[src/rtl/sec_tick_gen.sv]
// sec_tick_gen: divides clk down to a one-cycle one_sec_flag pulse every
// CLK_HZ/TICK_HZ cycles, with a pushbutton that toggles run/pause.
//
// Ports:
//   clk          in   system clock
//   n_rst        in   synchronous active-low reset
//   btn_n        in   raw active-low pushbutton (async, may bounce)
//   run_out      out  1 = RUNNING, 0 = PAUSED
//   one_sec_flag out  registered single-cycle tick pulse
//
// Build option: define SEC_TICK_DEBOUNCE_EN to add the DEBOUNCE_CYCLES
// stability window on the button; otherwise the synchronized button
// goes through a single flop.

module sec_tick_gen #(
  parameter int CLK_HZ          = 50_000_000,
  parameter int TICK_HZ         = 1,
  parameter int DEBOUNCE_CYCLES = 500_000
) (
  input  logic clk,
  input  logic n_rst,
  input  logic btn_n,
  output logic run_out,
  output logic one_sec_flag
);

  localparam int DIV   = CLK_HZ / TICK_HZ;
  localparam int CNT_W = $clog2(DIV);

  localparam logic [CNT_W-1:0] CNT_LAST =
    CNT_W'(DIV - 1);

  typedef enum logic {
    PAUSED  = 1'b0,
    RUNNING = 1'b1
  } state_t;

  state_t state;
  state_t state_n;

  logic sync_q1;
  logic sync;
  logic deb;
  logic deb_prev;
  logic press;

  logic [CNT_W-1:0] cnt;

  // Two-flop synchronizer; idles high
  // like the released button.
  always_ff @(posedge clk) begin
    if (!n_rst) begin
      sync_q1 <= 1'b1;
      sync    <= 1'b1;
    end else begin
      sync_q1 <= btn_n;
      sync    <= sync_q1;
    end
  end

`ifdef SEC_TICK_DEBOUNCE_EN
  localparam int DB_W =
    $clog2(DEBOUNCE_CYCLES + 1);

  localparam logic [DB_W-1:0] DB_LAST =
    DB_W'(DEBOUNCE_CYCLES - 1);

  logic [DB_W-1:0] db_cnt;

  // Any cycle where sync agrees with deb
  // restarts the window, so a bounce back
  // to the old level throws away progress.
  // The D-th disagreeing cycle commits.
  always_ff @(posedge clk) begin
    if (!n_rst) begin
      db_cnt <= '0;
      deb    <= 1'b1;
    end else if (sync == deb) begin
      db_cnt <= '0;
    end else if (db_cnt == DB_LAST) begin
      db_cnt <= '0;
      deb    <= sync;
    end else begin
      db_cnt <= db_cnt + 1'b1;
    end
  end
`else
  always_ff @(posedge clk) begin
    if (!n_rst) begin
      deb <= 1'b1;
    end else begin
      deb <= sync;
    end
  end
`endif

  always_ff @(posedge clk) begin
    if (!n_rst) begin
      deb_prev <= 1'b1;
    end else begin
      deb_prev <= deb;
    end
  end

  // Only the press (falling) edge acts;
  // release is ignored.
  assign press = deb_prev & ~deb;

  always_ff @(posedge clk) begin
    if (!n_rst) begin
      state <= RUNNING;
    end else begin
      state <= state_n;
    end
  end

  always_comb begin
    state_n = state;
    unique case (state)
      RUNNING: begin
        if (press) begin
          state_n = PAUSED;
        end
      end
      PAUSED: begin
        if (press) begin
          state_n = RUNNING;
        end
      end
      default: begin
        state_n = RUNNING;
      end
    endcase
  end

  assign run_out = (state == RUNNING);

  // Prescaler follows the state *before*
  // any press this cycle: a pause press on
  // the last count still ticks, and a
  // resume press on a held last count
  // ticks one cycle later.
  always_ff @(posedge clk) begin
    if (!n_rst) begin
      cnt          <= '0;
      one_sec_flag <= 1'b0;
    end else if (state == RUNNING) begin
      if (cnt == CNT_LAST) begin
        cnt          <= '0;
        one_sec_flag <= 1'b1;
      end else begin
        cnt          <= cnt + 1'b1;
        one_sec_flag <= 1'b0;
      end
    end else begin
      one_sec_flag <= 1'b0;
    end
  end

  // Parameter sanity; ignored by synthesis.
  always_ff @(posedge clk) begin
    cfg_chk: assert (DIV >= 2 &&
                     DEBOUNCE_CYCLES >= 1);
  end

endmodule

[config.mk]
export PLATFORM = sky130hd
export DESIGN_NAME = sec_tick_gen
export DESIGN_NICKNAME = d
export VERILOG_FILES = /design/src/rtl/sec_tick_gen.sv
export SDC_FILE = /design/constraint.sdc
export NUM_CORES = 1
export LEC_CHECK = 0
export BUFFER_PORTS_ARGS = -buffer_cell sky130_fd_sc_hd__buf_4
export CORE_MARGIN = 2
export CORE_UTILIZATION = 30
export DETAILED_ROUTE_END_ITERATION = 8
export PLACE_DENSITY_LB_ADDON = 0.08
export SETUP_SLACK_MARGIN = 0.5
export SYNTH_ARGS = -nofsm -noshare
export SYNTH_HDL_FRONTEND = slang
export SYNTH_SLANG_ARGS = --single-unit
[constraint.sdc]
create_clock -name clk -period 4.1 [get_ports clk]
set_clock_uncertainty 0.2 [all_clocks]
set_input_delay 0.205 -clock clk [delete_from_list [all_inputs] [get_ports clk]]
set_output_delay 0.205 -clock clk [all_outputs]
set_load 0.03 [all_outputs]
* After elaboration in Yosys (flattened, before gate mapping)
Cells that the tools add are included.
** Storage, ports and cells
- Register bits after elaboration :: 32
- Bits of input ports :: 3
- Output and inout port bits :: 2
** Operators by class
- Add/sub/neg operators :: 1
- Equal/unequal tests :: 1
- Muxes and demuxes :: 5
- Bitwise gates (word level) :: 3
- Reductions and logical operators :: 1
** Operators with widths (number)
- 26-bit by 1-bit adder with 26-bit output, second input constant :: 1
- 26-bit == test, second input constant :: 1
- 26-bit 2-to-1 mux :: 1
- 1-bit 2-to-1 mux :: 3
- 1-bit NOT :: 2
- 1-bit case mux with 2 select lines :: 1
- 2-bit AND reduction :: 1
- 1-bit AND :: 1

* Logic depth before layout (Yosys ltp)
Gate-level depths: netlist (run 1).
- Word-level depth :: 4
- Mapped depth :: 6
- Depth with buffers taken out :: 5

* Worst setup path after synthesis (run 1)
Ideal clock, no wire load.
- Path kind :: register to register
- Start point :: register state (netlist: run_out)
- End point :: register cnt[25]
- Library setup time :: 70 ps
- Arrival time :: 1922 ps
- Required time :: 3830 ps
- Path slack :: 1908 ps
- Stages on the path, launching flop included :: 6
- Buffers on the path :: 1
- Cell sequence :: dfxtp_1 -> buf_6 -> nand4_2 -> or4_4 -> or4_1 -> a21oi_1
** RTL lines
- from (decl) :: RTL line 38 : state_t state;
- from (signal assigned) :: RTL line 113 : state <= state_n;
- to (signal assigned) :: RTL line 152 : cnt <= cnt + 1'b1;
- to (decl) :: RTL line 47 : logic [CNT_W-1:0] cnt;

* Worst setup path in the final report (run 1)
- Start point :: register cnt[0]
- End point :: register cnt[24]
** Between the ends
- Longest elaborated chain between the ends :: 2
- Elaborated cells on any way between the ends :: 3
** Ends and longest elaborated chain
- 26-bit by 1-bit adder with 26-bit output or 26-bit == test (tied branches) :: RTL line 152, 148
- 26-bit 2-to-1 mux * :: RTL line 148 : if (cnt == CNT_LAST) begin
Every way passes the cells marked *; elsewhere a longest branch is shown, timed or not.
A chain may end at the register's enable or synchronous reset.

==> results.py, run 1 <==
metrics = {
    "routing": {
        "top_layer": "met4",
        "drc": 0,
        "wl_met2_mm": 1.453,
        "wl_met3_um": 116,
        "firstDrtPassIters": 4,
        "drt-met1-wl_mm": 1.534,
        "drt_iter0_markers": 68,
        "ant_nets": 0,
        "wirelength_mm": 3.139,
        "dr_total_vias": 1201,
        "wl_per_cell_um": 13.89,
        "viasPerCell": 5.314,
    },
    "cells_and_area": {
        "layout-drive-gt1-share_pct": 11.63,
        "fillers": 496,
        "nNetsFinal": 177,
        "postLayoutCoreUtil_pct": 34.88,
        "instances_no_fill": 226,
        "area_growth_pct": 12.66,
        "num_antenna_cells": 0,
    },
    "place": {
        "dp_hpwl_mm": 2.193,
        "place_inst": 216,
        "place_ws_ns": 1.742,
        "place.gp.congestion": 0.7273,
        "io_buffers": 4,
    },
    "floorplanning": {
        "die_w_um": 73.59,
        "start_util_pct": 30.96,
        "core-area_um2": 4692,
        "ios": 5,
        "dieArea_um2": 5415,
        "std_cell_rows": 25,
        "die-height_um": 73.59,
    },
    "grt": {
        "grt_pass1_vias": 1210,
        "grt_pass1_wl_mm": 5.644,
        "grt_usage_pct": 13.79,
        "antenna_found_initial": 0,
        "grt_max_degree": 20,
        "overflow": 0,
    },
    "clocking": {
        "clkTransAtPathRegs_ns": 0.06,
        "clockRootBuffer": "clkbuf_8",
        "numCtsBuffers": 5,
        "cts_setup_buffers": 0,
        "h-tree-depth": 2,
        "cts_tree": "built",
        "clock_latency_ns": 0.28,
        "cts.sink_count": 32,
        "cts_buffer_depth": 2,
    },
    "timing": {
        "max-slew-margin-rel_pct": 62.61,
        "min_period_ns": 2.347,
        "fmax_mhz": 426.1,
        "finalSetupTns_ns": 0,
        "timing.final.ws_setup_ns": 1.753,
        "rsz0062_at_grt": "no",
        "fin_crit_sh_pct": 57.25,
        "setup_viol": 0,
        "drv_slew": 0,
        "final-hold-violation-count": 0,
        "worstMarginPinSlew_ns": 0.5575,
    },
    "worst_setup_path": {
        "cp_data_arrival_time_ns": 2.30,
        "cp-end-kind": "flip-flop",
        "crit_path_start_kind": "flip-flop",
        "crit_type": "reg -> reg",
        "cp.required_ns": 4.06,
        "path_max_fanout": 19,
    },
    "power_and_ir_drop": {
        "cellPowerDensity_nw_per_um2": 370.5,
        "p_leak_uw": 0.0005400,
        "fin_total_pwr_uw": 606.3,
        "ir_drop_mv": 0.1577,
    },
    "synthesis": {
        "synth_top_area_share_pct": 44.10,
        "synth_edf_count": 0,
        "ys_async_sr_fraction_pct": 0,
        "yosys_register_bits": 32,
        "synth_area_um2": 1453,
        "yosys.cell_count.top_type": "dfxtp_1",
        "synth_ff_type": "dfxtp_1",
        "synth_cell_type_count": 34,
        "avgSynthCellArea_um2": 8.912,
        "synth_common_cells": "dfxtp_1 (32), a21oi_1 (14), nor2_1 (14)",
        "postSynthCellCount": 163,
        "yosys-top-cells-area": "dfxtp_1 (44%), xnor2_1 (5.4%), a21oi_1 (4.8%)",
        "yosysSeqAreaShare_pct": 44.10,
        "synth_nets": 168,
        "ys_warn_count": 0,
        "synth_top_area_cell": "dfxtp_1",
    },
    "worst_hold_path": {
        "hold_path_class": "reg -> reg",
    },
    "run_status": {
        "status": "complete, no violations",
    },
    "run": {
        "maxCapViolCount": 0,
    },
}
critical path, stage by stage (launching register included):
cell and delay [ns]:
dfxtp_1 0.41, ha_1 0.23, nor3b_1 0.22, nand4b_1 0.17, o31ai_2 0.56, buf_4 0.35, a21oi_1 0.07
cells by family after synthesis:
logic type,share of synthesized area (%)
simple gates,31.18
flops,44.10
mux,0.6891
fa+ha+maj,1.722
buf+inv,4.047
xor+xnor,7.236
compound gates,11.02
worst paths after layout:
check                              from  endpoint  slack [ns]  cells past startpoint
worst max-delay path             cnt[0]   cnt[24]        1.75                      6
worst min register to register  sync_q1      sync        0.20                      1
worst min-delay path            sync_q1      sync        0.20                      1
worst max register to register   cnt[0]   cnt[24]        1.75                      6
metrics by stage:
stage	instance area, um2	hold WS, ns
after global placement	1510	0.1889
final	1637	0.2042
after global routing	1637	0.2341
after floorplan	1453	0.06694
after detailed placement	1510	0.1918
after CTS	1637	0.2075
registers in the layout (all words and copies together) (netlist names):
name / count
one_sec_flag: 1
deb: 1
cnt: 26
run_out: 1
deb_prev: 1
sync_q1: 1
sync: 1
cell usage in the layout, fill, tap and decap left out, types with 3 or more instances in the layout:
master / netlist / final
dfxtp_1: 32 / 32
nor2_1: 14 / 14
a21oi_1: 14 / 14
nand2_1: 12 / 12
o21ai_0: 11 / 11
or3_1: 9 / 9
xnor2_1: 9 / 9
nand3_1: 8 / 8
clkbuf_8: 0 / 7
nand4_1: 6 / 6
buf_4: 0 / 5
nor4_1: 4 / 4
nand2b_1: 4 / 4
inv_1: 3 / 3
xor2_1: 3 / 3
o31ai_1: 3 / 3
or4_1: 3 / 3
dlygate4sd3_1: 0 / 3
timing repair:
item / 4_1_cts / 5_1_grt
hold buffers: 3 / 0
endpoints found under the hold margin: 5 / 0
resized for setup: 0 / 0
metal layers:
layer  track usage [%]  vias up
met3             4.801        4
met2             21.03       20
met4             6.667        0
met5                 0        -
li1                  -      604
met1             17.27      573
final cells by class:
class	count	area, um2	share of cell area [%]
clock buffer	7	96.34	5.887
multi-input combinational	122	753.2	46.02
timing repair buffer	8	67.56	4.128
inverter	3	11.26	0.6881
tap	54	67.56	4.128
sequential	32	640.6	39.14
where the power goes:
part | internal, uW | switching [uW] | total [uW]
Clock | 149 | 111 | 261
Sequential | 316 | 6.12 | 322
Combinational | 11.4 | 12.0 | 23.4
No activity file was read; power rests on OpenSTA's default activity.
==> run 2: changes to the inputs <==
ABC_AREA = 1   (was default)
clock period = 2.45 ns   (was 4.1 ns; I/O delays follow)
==> results.py, run 2 <==
metrics = {
    "run": {
        "maxCapViolCount": 0,
    },
    "grt": {
        "grt_max_degree": 17,
        "grt_pass1_vias": 1438,
        "grt_pass1_wl_mm": 6.975,
        "grt_usage_pct": 14.76,
        "overflow": 0,
        "antenna_found_initial": 0,
    },
    "cells_and_area": {
        "postLayoutCoreUtil_pct": 35.00,
        "layout-drive-gt1-share_pct": 11.24,
        "largest_register_ffs": 26,
        "regMostFlops": "cnt",
        "nNetsFinal": 271,
        "most-common-layout-cells": "nand2_1 (64), nor2_1 (60), dfxtp_1 (32)",
        "num_antenna_cells": 0,
        "layout_commonest_cell": "nand2_1",
        "area_growth_pct": 14.11,
    },
    "worst_setup_path": {
        "path_max_fanout": 16,
        "crit_path_start_kind": "flip-flop",
        "slowest_stage": "dfxtp_1",
        "path_buf_inv": 2,
        "cp.required_ns": 2.44,
        "slowest_delay_ns": 0.34,
        "cp_top_family": "simple AND/OR/NAND/NOR gates",
        "cp-end-kind": "flip-flop",
        "path_cells": "buf_4 > inv_1 > nor2_2 > nand3_1 > nor2_1 > nand2_1 > nand2_1 > nor2_1",
        "cp_data_arrival_time_ns": 1.70,
        "crit_type": "reg -> reg",
    },
    "place": {
        "dp_hpwl_mm": 2.965,
        "place.gp.congestion": 0.7655,
        "io_buffers": 4,
        "place_ws_ns": 0.4035,
    },
    "clocking": {
        "clkTransAtPathRegs_ns": 0.07,
        "cts_tree": "built",
        "cts_setup_buffers": 0,
        "cts_buffer_depth": 2,
        "clock_latency_ns": 0.29,
        "cts.sink_count": 32,
        "numCtsBuffers": 5,
        "clockRootBuffer": "clkbuf_8",
        "h-tree-depth": 2,
    },
    "synthesis": {
        "yosys-top-cells-area": "dfxtp_1 (39%), nand2_1 (14%), nor2_1 (14%)",
        "synth_top_area_cell": "dfxtp_1",
        "yosys_register_bits": 32,
        "synth_common_cells": "nand2_1 (64), nor2_1 (61), dfxtp_1 (32)",
        "postSynthCellCount": 254,
        "synth_nets": 259,
        "avgSynthCellArea_um2": 6.527,
        "ys_warn_count": 0,
        "synth_top_area_share_pct": 38.64,
        "ys_async_sr_fraction_pct": 0,
        "yosysSeqAreaShare_pct": 38.64,
        "synth_area_um2": 1658,
        "synth_ff_type": "dfxtp_1",
        "synth_cell_type_count": 22,
        "synth_edf_count": 0,
        "yosys.cell_count.top_type": "nand2_1",
    },
    "routing": {
        "wirelength_mm": 3.938,
        "viasPerCell": 4.295,
        "ant_nets": 0,
        "wl_per_cell_um": 11.62,
        "firstDrtPassIters": 5,
        "dr_total_vias": 1456,
        "drc": 0,
        "drt_iter0_markers": 95,
    },
    "power_and_ir_drop": {
        "fin_total_pwr_uw": 1004,
        "cellPowerDensity_nw_per_um2": 531.0,
        "ir_drop_mv": 0.1961,
        "p_leak_uw": 0.0007496,
    },
    "timing": {
        "worstMarginPinSlew_ns": 0.3188,
        "min_period_ns": 1.712,
        "final-hold-violation-count": 0,
        "drv_slew": 0,
        "timing.final.ws_setup_ns": 0.7385,
        "rsz0062_at_grt": "no",
        "setup_viol": 0,
        "holdWs_ns": 0.2227,
        "fin_crit_sh_pct": 69.86,
        "fmax_mhz": 584.3,
        "finalSetupTns_ns": 0,
        "max-slew-margin-rel_pct": 78.70,
    },
    "floorplanning": {
        "std_cell_rows": 27,
        "ios": 5,
        "core-area_um2": 5405,
        "die_w_um": 78.34,
        "start_util_pct": 30.67,
        "die-height_um": 78.34,
        "dieArea_um2": 6136,
    },
    "worst_hold_path": {
        "hold_path_class": "reg -> reg",
    },
    "run_status": {
        "status": "complete, no violations",
    },
}
run 2: cell types whose count changed after synthesis, sizes merged, moves of 5 or more:
cell and delta:
nand2 +56, nor2 +53, inv +25, nand3 +12
or3 -11, o21ai -9, a21oi -8, xnor2 -6
nor3 +5
run 2: worst reg2reg max path, cell delays in order, from the launching register on:
cell and delay, ns:
dfxtp_1 0.34, buf_4 0.22, inv_1 0.10, nor2_2 0.22, nand3_1 0.19, nor2_1 0.17, nand2_1 0.06, nand2_1 0.06
nor2_1 0.03
run 2: worst paths after layout:
kind	startpoint	to	slack [ns]	depth (start not counted)
setup reg to reg	run_out	cnt[17]	0.74	8
hold reg to reg	sync	deb	0.22	1
setup / recovery	run_out	cnt[17]	0.74	8
hold / removal	sync	deb	0.22	1
run 2: final cells by class:
class | count | area [um2]
inverters | 29 | 108.9
clock inverters | 2 | 10.01
flip-flops and latches | 32 | 640.6
well taps | 72 | 90.09
repair buffers | 8 | 65.06
multi-input cells | 190 | 894.6
clock buffers | 6 | 82.58
fillers | 608 | 3513
run 2: power by group:
group | leakage [uW] | internal, uW | total [uW] | switching (uW)
clock network | 0.0000510 | 224 | 427 | 203
logic | 0.000440 | 18.1 | 42.3 | 24.1
registers | 0.000259 | 528 | 535 | 7.01
total | 0.000750 | 770 | 1000 | 234
run 2: stage by stage:
stage | cell area (um2) | cells
after floorplan | 1658 | 254
after global placement | 1772 | 329
after detailed placement | 1772 | 329
after CTS | 1887 | 339
after global routing | 1892 | 339
final | 1892 | 339
run 2: what timing repair did:
action,CTS,global route
setup endpoints to repair,12,8
gates resized for setup,1,1
endpoints found under the hold margin,3,0
hold buffers,2,0
run 2: routing by layer:
layer	wire [um]	vias to the layer above	global-route usage, %
met1	2040	619	19.73
li1	-	806	-
met5	0	-	0
met2	1699	25	22.76
met4	55	0	5.789
met3	143	6	3.793
run 2: cell families after synthesis:
| kind of cell | count (synthesis) | share of synthesized area (%) |
|---|---|---|
| AO/OA/AOI/OAI | 9 | 2.793 |
| XOR/XNOR | 9 | 4.755 |
| multiplexers | 1 | 0.6038 |
| buffers and inverters | 32 | 7.849 |
| adder cells (fa/ha/maj) | 2 | 1.509 |
| AND/OR/NAND/NOR | 169 | 43.85 |
| flip-flops | 32 | 38.64 |
==> run 3: changes to the inputs <==
ABC_AREA = 0   (was 1)
clock period = 1.5 ns   (was 2.45 ns; I/O delays follow)
==> results.py, run 3 (synthesis gave the netlist of run 1 again) <==
metrics = {
    "run_status": {
        "status": "complete, but fails checks",
        "violations": "negative setup slack",
    },
    "clocking": {
        "clockRootBuffer": "clkbuf_8",
        "h-tree-depth": 2,
        "cts_buffer_depth": 2,
        "cts.sink_count": 32,
        "numCtsBuffers": 5,
        "cts_tree": "built",
        "clkTransAtPathRegs_ns": 0.07,
        "clock_latency_ns": 0.28,
    },
    "grt": {
        "grt_pass1_vias": 1421,
        "use_met3_pct": 4.115,
        "antenna_found_initial": 0,
        "grt_pass1_wl_mm": 6.630,
        "overflow": 0,
        "busiest_layer": "met2",
        "grtUsageMet2_pct": 28.87,
        "grt_use_met1_pct": 19.41,
        "grt_max_degree": 11,
        "grt_usage_pct": 16.44,
    },
    "floorplanning": {
        "dieArea_um2": 5415,
        "core-area_um2": 4692,
        "start_util_pct": 30.96,
        "die-height_um": 73.59,
        "std_cell_rows": 25,
        "ios": 5,
        "die_w_um": 73.59,
    },
    "timing": {
        "fmax_mhz": 516.8,
        "rsz0062_at_grt": "yes",
        "final-hold-violation-count": 0,
        "worstMarginPinSlew_ns": 0.2963,
        "timing.final.ws_setup_ns": -0.4349,
        "fin_crit_sh_pct": 129.0,
        "min_period_ns": 1.935,
        "setup_viol": 27,
        "max-slew-margin-rel_pct": 80.06,
        "drv_slew": 0,
    },
    "routing": {
        "dr_total_vias": 1433,
        "wl_per_cell_um": 14.39,
        "wirelength_mm": 4.072,
        "drc": 0,
        "drt_iter0_markers": 83,
        "firstDrtPassIters": 4,
        "viasPerCell": 5.064,
        "ant_nets": 0,
    },
    "cells_and_area": {
        "num_antenna_cells": 0,
        "most-common-layout-cells": "buf_4 (48), dfxtp_1 (24), buf_6 (13)",
        "instances_no_fill": 283,
        "design_area_um2": 2283,
        "regMostFlops": "cnt",
        "nNetsFinal": 233,
        "layout-drive-gt1-share_pct": 47.60,
        "layout_commonest_cell": "buf_4",
        "area_growth_pct": 57.19,
        "largest_register_ffs": 26,
    },
    "worst_setup_path": {
        "path_max_fanout": 5,
        "crit_path_start_kind": "flip-flop",
        "cp-end-kind": "flip-flop",
        "cp.required_ns": 1.47,
        "r2r_start": "cnt[1]",
        "r2r_cells": 9,
        "r2r_slack_ns": -0.43,
        "cp_data_arrival_time_ns": 1.90,
        "r2r-end": "cnt[24]",
        "crit_type": "reg -> reg",
    },
    "worst_hold_path": {
        "min_path_cells": 5,
        "hp-start": "n_rst",
        "min_to": "cnt[21]",
        "hold_path_class": "in -> reg",
    },
    "power_and_ir_drop": {
        "cellPowerDensity_nw_per_um2": 802.5,
        "p_int_uw": 1437,
        "pwr-share-seq_pct": 48.0,
        "p_switching_uw": 395.1,
        "switching_share_pct": 21.56,
        "p_clk_share_pct": 44.2,
        "combPwrFrac_pct": 7.8,
        "p_leak_uw": 0.0008478,
        "ir_drop_mv": 0.4940,
    },
    "place": {
        "place.gp.congestion": 0.7846,
        "dp_hpwl_mm": 2.682,
        "post_dp_cell_area_um2": 1906,
        "io_buffers": 4,
        "place_inst": 262,
    },
    "run": {
        "maxCapViolCount": 0,
    },
}
-- run 3: power groups by stage --
stage,Clock [uW],Sequential [uW],Combinational [uW]
floorplan,0,905,48.6
global placement,0,906,75.8
detailed placement,0,907,78.6
CTS,840,879,126
global route,868,881,154
finish,810,880,143
-- run 3: final cells by class --
| type | instances | area, um2 |
|---|---|---|
| inverters | 3 | 11.26 |
| clock buffers | 6 | 72.57 |
| clock inverters | 2 | 35.03 |
| multi-input cells | 123 | 909.6 |
| flip-flops and latches | 32 | 660.6 |
| repair buffers | 63 | 526.8 |
| well taps | 54 | 67.56 |
| fillers | 474 | 2409 |
-- run 3: worst max-delay path by stage --
stage | end | startpoint | depth (start not counted) | slack (ns)
finish | cnt[24] | cnt[1] | 9 | -0.43
global route | cnt[24] | cnt[0] | 9 | -0.53
CTS | cnt[25] | cnt[0] | 4 | -0.43
detailed placement | cnt[17] | cnt[6] | 4 | -0.48
global placement | cnt[23] | cnt[6] | 4 | -0.44
floorplan | cnt[13] | run_out | 6 | -0.40
-- run 3: through the flow --
step | util [%] | TNS, ns | hold WS (ns) | total power, uW | setup slack, ns
2_1_floorplan | - | -6.610 | -0.06373 | 953.3 | -0.4034
3_3_place_gp | 40.61 | -8.107 | 0.07259 | 981.7 | -0.4360
3_5_place_dp | 40.61 | -9.289 | 0.07444 | 985.5 | -0.4800
4_1_cts | 46.51 | -10.33 | -0.01702 | 1846 | -0.4255
5_1_grt | 48.67 | -13.68 | 0.09509 | 1903 | -0.5334
6_report | 48.67 | -10.98 | 0.08579 | 1832 | -0.4349
-- run 3: per-layer routing --
layer / wire length (um) / share of wire, %
met5: 0 / 0
met4: 57 / 1.4
met3: 140 / 3.4
met2: 2124 / 52
met1: 1749 / 43
-- run 3: what timing repair did --
action                                  in CTS  in global routing
pin swaps                                   11                  5
buffers inserted                             7                  1
endpoints found under the setup margin      30                 30
hold buffers                                 2                  0
gates cloned                                 1                  2
endpoints found under the hold margin        7                  0
gates resized for setup                     23                 22
-- run 3: worst max-delay path: stages (launching register included) --
cell      delay (ns)
dfxtp_4         0.36
buf_6           0.11
ha_4            0.13
buf_6           0.08
nor3b_2         0.13
nand4b_1        0.20
o31ai_4         0.27
buf_6           0.16
buf_6           0.13
a21oi_1         0.04
